[config.mk]
export PLATFORM = sky130hd
export DESIGN_NAME = pc_ifid_stage
export DESIGN_NICKNAME = d
export VERILOG_FILES = /design/src/rtl/pc_ifid_stage_pkg.sv /design/src/rtl/pc_ifid_stage_sat_counter.sv /design/src/rtl/pc_ifid_stage.sv
export SDC_FILE = /design/constraint.sdc
export NUM_CORES = 1
export LEC_CHECK = 0
export BUFFER_PORTS_ARGS = -buffer_cell sky130_fd_sc_hd__buf_2
export CORE_ASPECT_RATIO = 1.1
export CORE_MARGIN = 4
export CORE_UTILIZATION = 53
export DETAILED_ROUTE_END_ITERATION = 10
export PLACE_DENSITY = 0.83
export SYNTH_ARGS = -nofsm -noshare
export SYNTH_HDL_FRONTEND = slang
export SYNTH_SLANG_ARGS = --single-unit
[constraint.sdc]
create_clock -name clk -period 4.3 [get_ports clk]
set_clock_uncertainty 0.05 [all_clocks]
set_input_delay 0.215 -clock clk [delete_from_list [all_inputs] [get_ports clk]]
set_output_delay 0.215 -clock clk [all_outputs]
set_load 0.005 [all_outputs]
[src/rtl/pc_ifid_stage_pkg.sv]
// Shared definitions for the fetch stage: bubble word, RUN/HALT encoding,
// counter width and the IF/ID register layout.
package pc_ifid_stage_pkg;

  localparam logic [31:0] NOP_INS = 32'h0000_0000;

  localparam logic RUN  = 1'b0;
  localparam logic HALT = 1'b1;

  localparam int CNT_W = 16;

  typedef struct packed {
    logic [31:0] pc;
    logic [31:0] ins;
    logic        valid;
  } ifid_t;

  function automatic ifid_t ifid_bubble();
    ifid_t b;
    b.pc    = 32'h0000_0000;
    b.ins   = NOP_INS;
    b.valid = 1'b0;
    return b;
  endfunction

  function automatic ifid_t ifid_fill(input logic [31:0] pc, input logic [31:0] ins);
    ifid_t f;
    f.pc    = pc;
    f.ins   = ins;
    f.valid = 1'b1;
    return f;
  endfunction

endpackage

[src/rtl/pc_ifid_stage_sat_counter.sv]
// Event counter that sticks at all-ones instead of wrapping.
module sat_counter #(
  parameter int WIDTH = 16
) (
  input  logic             clk,
  input  logic             rst,
  input  logic             inc,
  output logic [WIDTH-1:0] count
);

  logic [WIDTH-1:0] count_reg;

  always_ff @(posedge clk) begin
    if (rst) begin
      count_reg <= '0;
    end else if (inc && (count_reg != {WIDTH{1'b1}})) begin
      count_reg <= count_reg + 1'b1;
    end
  end

  assign count = count_reg;

endmodule

[src/rtl/pc_ifid_stage.sv]
// Program counter and IF/ID pipeline register at the consumer end of the
// fetch-redirect path, with end-of-program halt and flush/stall counters.
module pc_ifid_stage
  import pc_ifid_stage_pkg::*;
#(
  parameter logic [31:0] RESET_PC    = 32'h0000_0000,
  parameter logic [31:0] MAX_INSADDR = 32'hffff_fff8
) (
  input  logic        clk,
  input  logic        rst,
  input  logic [31:0] npc,
  input  logic        clr,
  input  logic        stall,
  input  logic [31:0] imem_rdata,
  output logic [31:0] pc,
  output logic [31:0] ins,
  output logic [31:0] id_pc,
  output logic [31:0] id_ins,
  output logic        id_valid,
  output logic        halted,
  output logic [15:0] flush_cnt,
  output logic [15:0] stall_cnt
);

  logic [31:0] pc_reg, pc_next;
  ifid_t       ifid_reg, ifid_next;
  logic        state_reg, state_next;
  logic        flush_inc, stall_inc;
  logic        at_end;

  assign at_end = (pc_reg >= MAX_INSADDR);

  // npc is only selected on a flush or a normal RUN advance, so an X on npc
  // at the end of the program never reaches a register.
  always_comb begin
    pc_next    = pc_reg;
    ifid_next  = ifid_reg;
    state_next = state_reg;
    flush_inc  = 1'b0;
    stall_inc  = 1'b0;
    if (clr) begin
      pc_next    = npc;
      ifid_next  = ifid_bubble();
      state_next = RUN;
      flush_inc  = 1'b1;
    end else if (stall) begin
      stall_inc = 1'b1;
    end else if (state_reg == HALT) begin
      ifid_next = ifid_bubble();
    end else if (at_end) begin
      ifid_next  = ifid_fill(pc_reg, imem_rdata);
      state_next = HALT;
    end else begin
      pc_next   = npc;
      ifid_next = ifid_fill(pc_reg, imem_rdata);
    end
  end

  always_ff @(posedge clk) begin
    if (rst) begin
      pc_reg    <= RESET_PC;
      ifid_reg  <= ifid_bubble();
      state_reg <= RUN;
    end else begin
      pc_reg    <= pc_next;
      ifid_reg  <= ifid_next;
      state_reg <= state_next;
    end
  end

  sat_counter #(.WIDTH(CNT_W)) u_flush_cnt (
    .clk   (clk),
    .rst   (rst),
    .inc   (flush_inc),
    .count (flush_cnt)
  );

  sat_counter #(.WIDTH(CNT_W)) u_stall_cnt (
    .clk   (clk),
    .rst   (rst),
    .inc   (stall_inc),
    .count (stall_cnt)
  );

  assign pc       = pc_reg;
  assign ins      = (state_reg == HALT) ? NOP_INS : imem_rdata;
  assign id_pc    = ifid_reg.pc;
  assign id_ins   = ifid_reg.ins;
  assign id_valid = ifid_reg.valid;
  assign halted   = (state_reg == HALT);

endmodule
# Word level (Yosys, flattened, before mapping)
# Cells that the tools add are included.
[classes]
n_addsub = 2
n_lt_le_gt_ge = 1
eq_ne = 5
mux = 11
n_reduce_logical = 4
[op_table]
columns = ["cell", "count"]
rows = [
  ["2-to-1 mux 32 bit", 5],
  ["2-to-1 mux 65 bit", 1],
  ["adder 16 x 1 -> 16 bit, second input constant", 2],
  [">= comparator 32 bit, second input constant", 1],
  ["inequality test 16 bit, second input constant", 2],
  ["inequality test 2 bit, second input constant", 3],
  ["2-to-1 mux 1 bit", 5],
  ["AND reduction 3 bit", 1],
  ["logical AND 1 bit", 2],
  ["OR reduction 2 bit", 1],
]
[totals]
regBits = 130
out_inout_bits = 162

# Logic depth before layout (Yosys ltp)
# Gate-level depths: netlist of run 1.
[depth]
depth_word = 5
ltp_mapped = 6

# By module
# A second synthesis of run 1 with hierarchy kept.
[unflattened]
cells_unflattened = 647
hier_area_um2 = 5806.8
[modules_own_cells]
columns = ["module", "n_inst", "cells_per_inst", "area_per_inst_um2"]
rows = [
  ["pc_ifid_stage", 1, 449, 4110.2],
  ["sat_counter", 2, 99, 848.3],
]

# Worst setup path before layout of run 1
# OpenSTA, ideal clock, no wires.
[synth_timing]
path_type = "register -> register"
start = "register u_stall_cnt.count_reg[0], in the netlist u_stall_cnt.count[0]"
end = "register u_stall_cnt.count_reg[12], in the netlist u_stall_cnt.count[12]"
setup_time_ns = 0.121
arrival_time_ns = 1.642
required_ns = 4.129
path_slack_ns = 2.487
path_stages_with_launch = 7
n_path_buf = 1
synth_period_minus_slack_ns = 1.813
path_cell_list = "dfxtp_1 -> ha_1 -> nand3_1 -> or2_1 -> buf_2 -> nor4b_1 -> mux2_2"
[synth_between]
elab_chain_cells = 2
elab_cells_between_ends = 3
cone_classes = "add/sub (1); eq/ne (1); reduce/logical (1)"
[synth_rtl]
columns = ["item", "line", "text"]
rows = [
  ["start, declared", "pc_ifid_stage_sat_counter.sv:11", "logic [WIDTH-1:0] count_reg;"],
  ["start signal, assigned", "pc_ifid_stage_sat_counter.sv:17", "count_reg <= count_reg + 1'b1;"],
  ["branches (longest 2 deep; another with adder 16 x 1 -> 16 bit)", "-", ""],
]
# Parallel ways; which one is timed is not known.
# A chain may end at the register's enable or synchronous reset.

# Worst setup path after layout of run 1
[layout_timing]
start = "register pc_reg[23], in the netlist pc[23]"
end = "register pc_reg[18], in the netlist pc[18]"
[layout_between]
elab_chain_cells = 3
[layout_rtl]
columns = ["item", "line", "text"]
rows = [
  ["start, declared", "pc_ifid_stage.sv:25", "logic [31:0] pc_reg, pc_next;"],
  ["start signal, assigned", "pc_ifid_stage.sv:65", "pc_reg <= pc_next;"],
  [">= comparator 32 bit", "pc_ifid_stage.sv:31", "assign at_end = (pc_reg >= MAX_INSADDR);"],
  ["inequality test 2 bit (no line)", "-", ""],
  ["AND reduction 3 bit (no line)", "-", ""],
]
# Every way passes these cells.

==> impl_metrics.toml, run 1 <==
[status]
status = "finished clean"

[finish]
fin_util_pct = 69.6
nets = 930
syn_to_final_growth_pct = 28.1
layout_common_cells = "buf_2 (229), dfxtp_1 (130), nor2_1 (87)"
final_cells = 1022
drive_above_1_share_pct = 32.3
layout_commonest_cell = "buf_2"

[critical_path]
timing.rr.end = "pc[18]"
path_max_fanout = 32
reg2reg_depth = 5
crit_path_start = "pc[23]"
endpoint_kind = "flop"
critPathLaunchType = "flop"
r2r_setup_slack_ps = 1830
cp.required_ps = 4590
crit_end = "pc[18]"
critPathArrivalTime_ps = 2760
critPathKind = "reg2reg"
r2r-start = "pc[23]"

[logic_synthesis]
synth_seq_area_share_pct = 43.9
synth_top_family_by_area = "simple AND/OR/NAND/NOR gates"
synth_cell_types = 46
synth.ff_latch_count = 130
synth-simple-area-share_pct = 25.7
async_flop_share_pct = 0
syn_nets = 725
postSynthAreaPerCell_um2 = 9.05
synth-main-ff-cell = "dfxtp_1"
synth-edff-count = 0
synth_xor_area_share_pct = 0
muxShareOfSynthArea_pct = 8.97
synth_compound_area_share_pct = 16.2
synth_cells = 655
yosys_warnings = 0
synth_area_um2 = 5930
yosys.area_share.adder_pct = 0.422

[clock_tree]
path_clk_slew_ps = 60
clk_path_buf_depth = 2
cts.sinks = 130
clock_latency_ps = 410
cts_buffers = 17
cts-root-buf = "clkbuf_16"
cts_setup_buffers = 0
ctsHoldBuffers = 0
cts_max_level = 4
cts_tree = "done"
ctsResizeCount = 0

[power]
vdd.ir_drop.worst_uv = 238
p_sw_share_pct = 23.9
leakagePower_nw = 3.56
p_switching_uw = 689
power-per-cell-area_nw_per_um2 = 380
combPwrFrac_pct = 9.8
p_int_mw = 2.20
p_clk_share_pct = 45.4
seqPwrFrac_pct = 44.8

[routing]
vias = 5809
drt-vias-per-instance = 5.68
drt_iter0_drc = 324
wirelength_um = 17100
wl_per_cell_um = 16.7
ant_nets = 0
dr.pass1.iters = 5
drc = 0

[placement]
place_congestion = 0.979
place_inst = 988
portBuffers = 229
pre_cts_ws_ps = 1830
hpwlAfterDp_um = 12000

[floorplan]
rows = 40
die_y_um = 119
dieWidth_um = 109
coreArea_um2 = 10900
initial_utilization_pct = 54.4
die_area_um2 = 12900
ios = 230

[global_route]
grt_max_degree = 67
grt_usage_pct = 25.5
first_global_vias = 5566
antenna_found_initial = 2
grt_overflow = 0
grt_first_pass_wirelength_um = 26700

[sta]
rsz0062_at_grt = "no"
fin_crit_sh_pct = 57.5
fin_ws_ps = 1830
final_max_slew_viol_count = 0
setup_viol = 0
tns_ps = 0
slew_headroom_pct = 14.7
fmax_mhz = 404
min_period_ps = 2470
hold_slack_ps = 77.4
final-hold-violation-count = 0
tightest_slew_ps = 1280

[min_path]
hold_path_class = "in2reg"

[job]
drv_cap = 0
-- critical path: stages (launching register included) --
cell	delay (ps)
dfxtp_1	430
nand4_1	170
nor4_4	740
buf_4	370
a211o_4	390
a311o_1	250
-- per-layer routing --
metal	global-route usage (%)	vias to the layer above	wire (µm)
li1	-	2764	-
met1	29.9	2761	6670
met2	43.8	240	8690
met3	6.18	44	1170
met4	11.0	0	538
met5	0	-	0
-- power groups by stage --
stage	clock [mW]	combinational [mW]	sequential (mW)
2_1_floorplan	0	0.154	1.31
3_3_place_gp	0	0.270	1.31
3_5_place_dp	0	0.282	1.32
4_1_cts	1.33	0.284	1.29
5_1_grt	1.39	0.311	1.30
6_report	1.31	0.283	1.29
-- layout make-up --
class	instances	area, µm²
Multi-Input combinational cell	471	3060
Clock inverter	4	22.5
Inverter	5	18.8
Antenna cell	2	5.00
Sequential cell	130	2600
Clock buffer	28	517
Tap cell	147	184
Timing Repair Buffer	235	1190
Fill cell	906	3310
-- cells in the mapped netlist, types with 8 or more instances --
cell type,count,share of area [%]
nand3_1,10,0.84
nor2_1,89,5.6
dfxtp_1,130,44
mux2i_1,34,5.7
nand2_1,40,2.5
clkbuf_1,27,1.7
mux2_1,16,3.0
a311o_1,32,5.4
nand4_1,18,1.9
buf_6,8,1.5
and2_1,28,3.0
a21oi_1,57,4.8
a22oi_1,32,4.1
nor2b_1,51,5.4
-- per-stage QoR --
stage	instance area [µm²]	power, mW
3_5_place_dp	7050	1.60
6_report	7600	2.89
3_3_place_gp	7050	1.58
4_1_cts	7590	2.91
5_1_grt	7600	2.99
2_1_floorplan	5930	1.47
-- worst min-delay path by stage --
stage,start,end,cells past startpoint
floorplan,npc[0],pc[0],2
global placement,id_ins[28],id_ins[28],2
detailed placement,id_ins[16],id_ins[16],2
CTS,npc[7],pc[7],3
global route,npc[14],pc[14],3
finish,npc[7],pc[7],3
-- cell families (layout without fill, tap and decap cells) --
group	Yosys count	count (layout)
flip-flops	130	130
other	0	2
buffers and inverters	54	272
adder cells (fa/ha/maj)	2	2
multiplexers	51	51
AND/OR/NAND/NOR	282	282
AO/OA/AOI/OAI	136	136
Note: power is estimated with default switching activity, not from simulation.
==> inputs of run 2 (changes only) <==
--- a/config.mk
+++ b/config.mk
@@ -8,9 +8,9 @@
 export BUFFER_PORTS_ARGS = -buffer_cell sky130_fd_sc_hd__buf_2
 export CORE_ASPECT_RATIO = 1.1
 export CORE_MARGIN = 4
-export CORE_UTILIZATION = 53
+export CORE_UTILIZATION = 44
 export DETAILED_ROUTE_END_ITERATION = 10
-export PLACE_DENSITY = 0.83
+export PLACE_DENSITY = 0.73
 export SYNTH_ARGS = -nofsm -noshare
 export SYNTH_HDL_FRONTEND = slang
 export SYNTH_SLANG_ARGS = --single-unit
==> constraint.sdc (replaced) <==
create_clock -name clk -period 2.2 [get_ports clk]
set_clock_uncertainty 0.05 [all_clocks]
set_input_delay 0.11 -clock clk [delete_from_list [all_inputs] [get_ports clk]]
set_output_delay 0.11 -clock clk [all_outputs]
set_load 0.005 [all_outputs]
==> run 2 against run 1 <==
Compared with the run above:
- global-route usage shrank 3.3 points
- worst hold slack lost 37 ps
- via count is essentially flat
- maximum frequency grew 26%
- non-clock buffer count grew 45
- critical path type unchanged
- largest cell class unchanged
==> impl_metrics.toml, run 2 (synthesis results as in run 1) <==
[floorplan]
ios = 230
die_area_um2 = 15400
rows = 44
initial_utilization_pct = 44.9
dieWidth_um = 119
die_y_um = 130
coreArea_um2 = 13200

[power]
leakagePower_nw = 3.80
power-per-cell-area_nw_per_um2 = 735
vdd.ir_drop.worst_uv = 508
power.total_mw = 5.97

[sta]
slew_headroom_pct = 39.3
tns_ps = 0
fmax_mhz = 508
min_period_ps = 1970
setup_viol = 0
tightest_slew_ps = 910
rsz0062_at_grt = "no"
fin_crit_sh_pct = 89.6
final_max_slew_viol_count = 0
final-hold-violation-count = 0

[clock_tree]
clk_path_buf_depth = 2
cts-root-buf = "clkbuf_16"
cts_max_level = 4
cts_buffers = 17
cts.sinks = 130
cts_tree = "done"
clock_latency_ps = 420
path_clk_slew_ps = 50
ctsResizeCount = 0

[finish]
drive_above_1_share_pct = 32.5
antenna_cells = 0
layout_commonest_cell = "buf_2"
nets = 975
final_area_um2 = 8120
fin_util_pct = 61.4
syn_to_final_growth_pct = 36.9
layout_common_cells = "buf_2 (229), dfxtp_1 (130), nor2_1 (87)"
final_cells = 1077

[routing]
wl_per_cell_um = 16.3
drt-vias-per-instance = 5.39
wl_met1_um = 7240
wirelength_um = 17600
route.met2.wl_um = 8750
drt_iter0_drc = 349
dr.pass1.iters = 5
ant_nets = 0
routed.top_layer = "met4"
drc = 0
met3_length_um = 1340
vias = 5804

[min_path]
hold_path_class = "in2reg"

[critical_path]
path_max_fanout = 10
critPathLaunchType = "flop"
critPathArrivalTime_ps = 2220
cp.required_ps = 2450
critPathKind = "reg2reg"
endpoint_kind = "flop"

[global_route]
grt_first_pass_wirelength_um = 27800
grt_overflow = 0
antenna_found_initial = 0
grt_max_degree = 41
grt_usage_pct = 22.2
first_global_vias = 5375

[placement]
hpwlAfterDp_um = 11800
place_inst = 1015
portBuffers = 229
post_dp_cell_area_um2 = 7200
place_congestion = 0.856

[status]
status = "finished clean"

[job]
drv_cap = 0
## run 2: changes by cell type in the layout (fill, tap and decap cells not counted)
cell           change
buf_12             +3
diode_2            -2
dlygate4sd3_1     +32
bufinv_16          +3
buf_4             +10
clkinv_2           +1
clkbuf_8           -3
clkbuf_1           -5
clkinv_4           +2
## run 2: final timing paths
path / cells after the start / slack [ps] / end / startpoint
min: 4 / 40 / id_ins[7] / imem_rdata[7]
max: 5 / 230 / u_stall_cnt.count[12] / u_stall_cnt.count[0]
min reg2reg: 2 / 430 / id_ins[31] / id_ins[31]
max reg2reg: 5 / 230 / u_stall_cnt.count[12] / u_stall_cnt.count[0]
## run 2: worst max-delay path: stages (launching register included)
cell	delay, ps
dfxtp_1	400
ha_1	200
nand3_1	130
or2_1	350
nor4b_1	350
mux2_2	370
## run 2: power breakdown
part           internal [mW]  switching, mW  leakage, nW
logic                  0.308          0.303         2.45
registers               2.45         0.0770         1.06
clock network           1.82           1.01        0.291
total                   4.58           1.39         3.80
## run 2: what timing repair did
item                       4_1_cts  5_1_grt
hold endpoints to repair        32        0
hold buffers                    32        0
setup endpoints to repair        0        0
setup buffers                    0        0
## run 2: stage by stage
step	hold WS [ps]	setup slack [ps]
3_5_place_dp	375	271
3_3_place_gp	375	339
2_1_floorplan	275	387
6_report	40.7	230
5_1_grt	71.1	108
4_1_cts	26.2	234
## run 2: area by class of cell
type / instances / area, µm²
Clock inverter: 10 / 135
Timing Repair Buffer: 280 / 1650
Clock buffer: 20 / 457
Fill cell: 1138 / 5100
Sequential cell: 130 / 2600
Inverter: 5 / 18.8
Tap cell: 161 / 201
Multi-Input combinational cell: 471 / 3060
## run 2: layer usage
layer	vias to the layer above	GRT usage, %
met1	2705	26.9
met4	0	7.63
met5	-	0
met2	229	37.8
li1	2851	-
met3	19	7.02
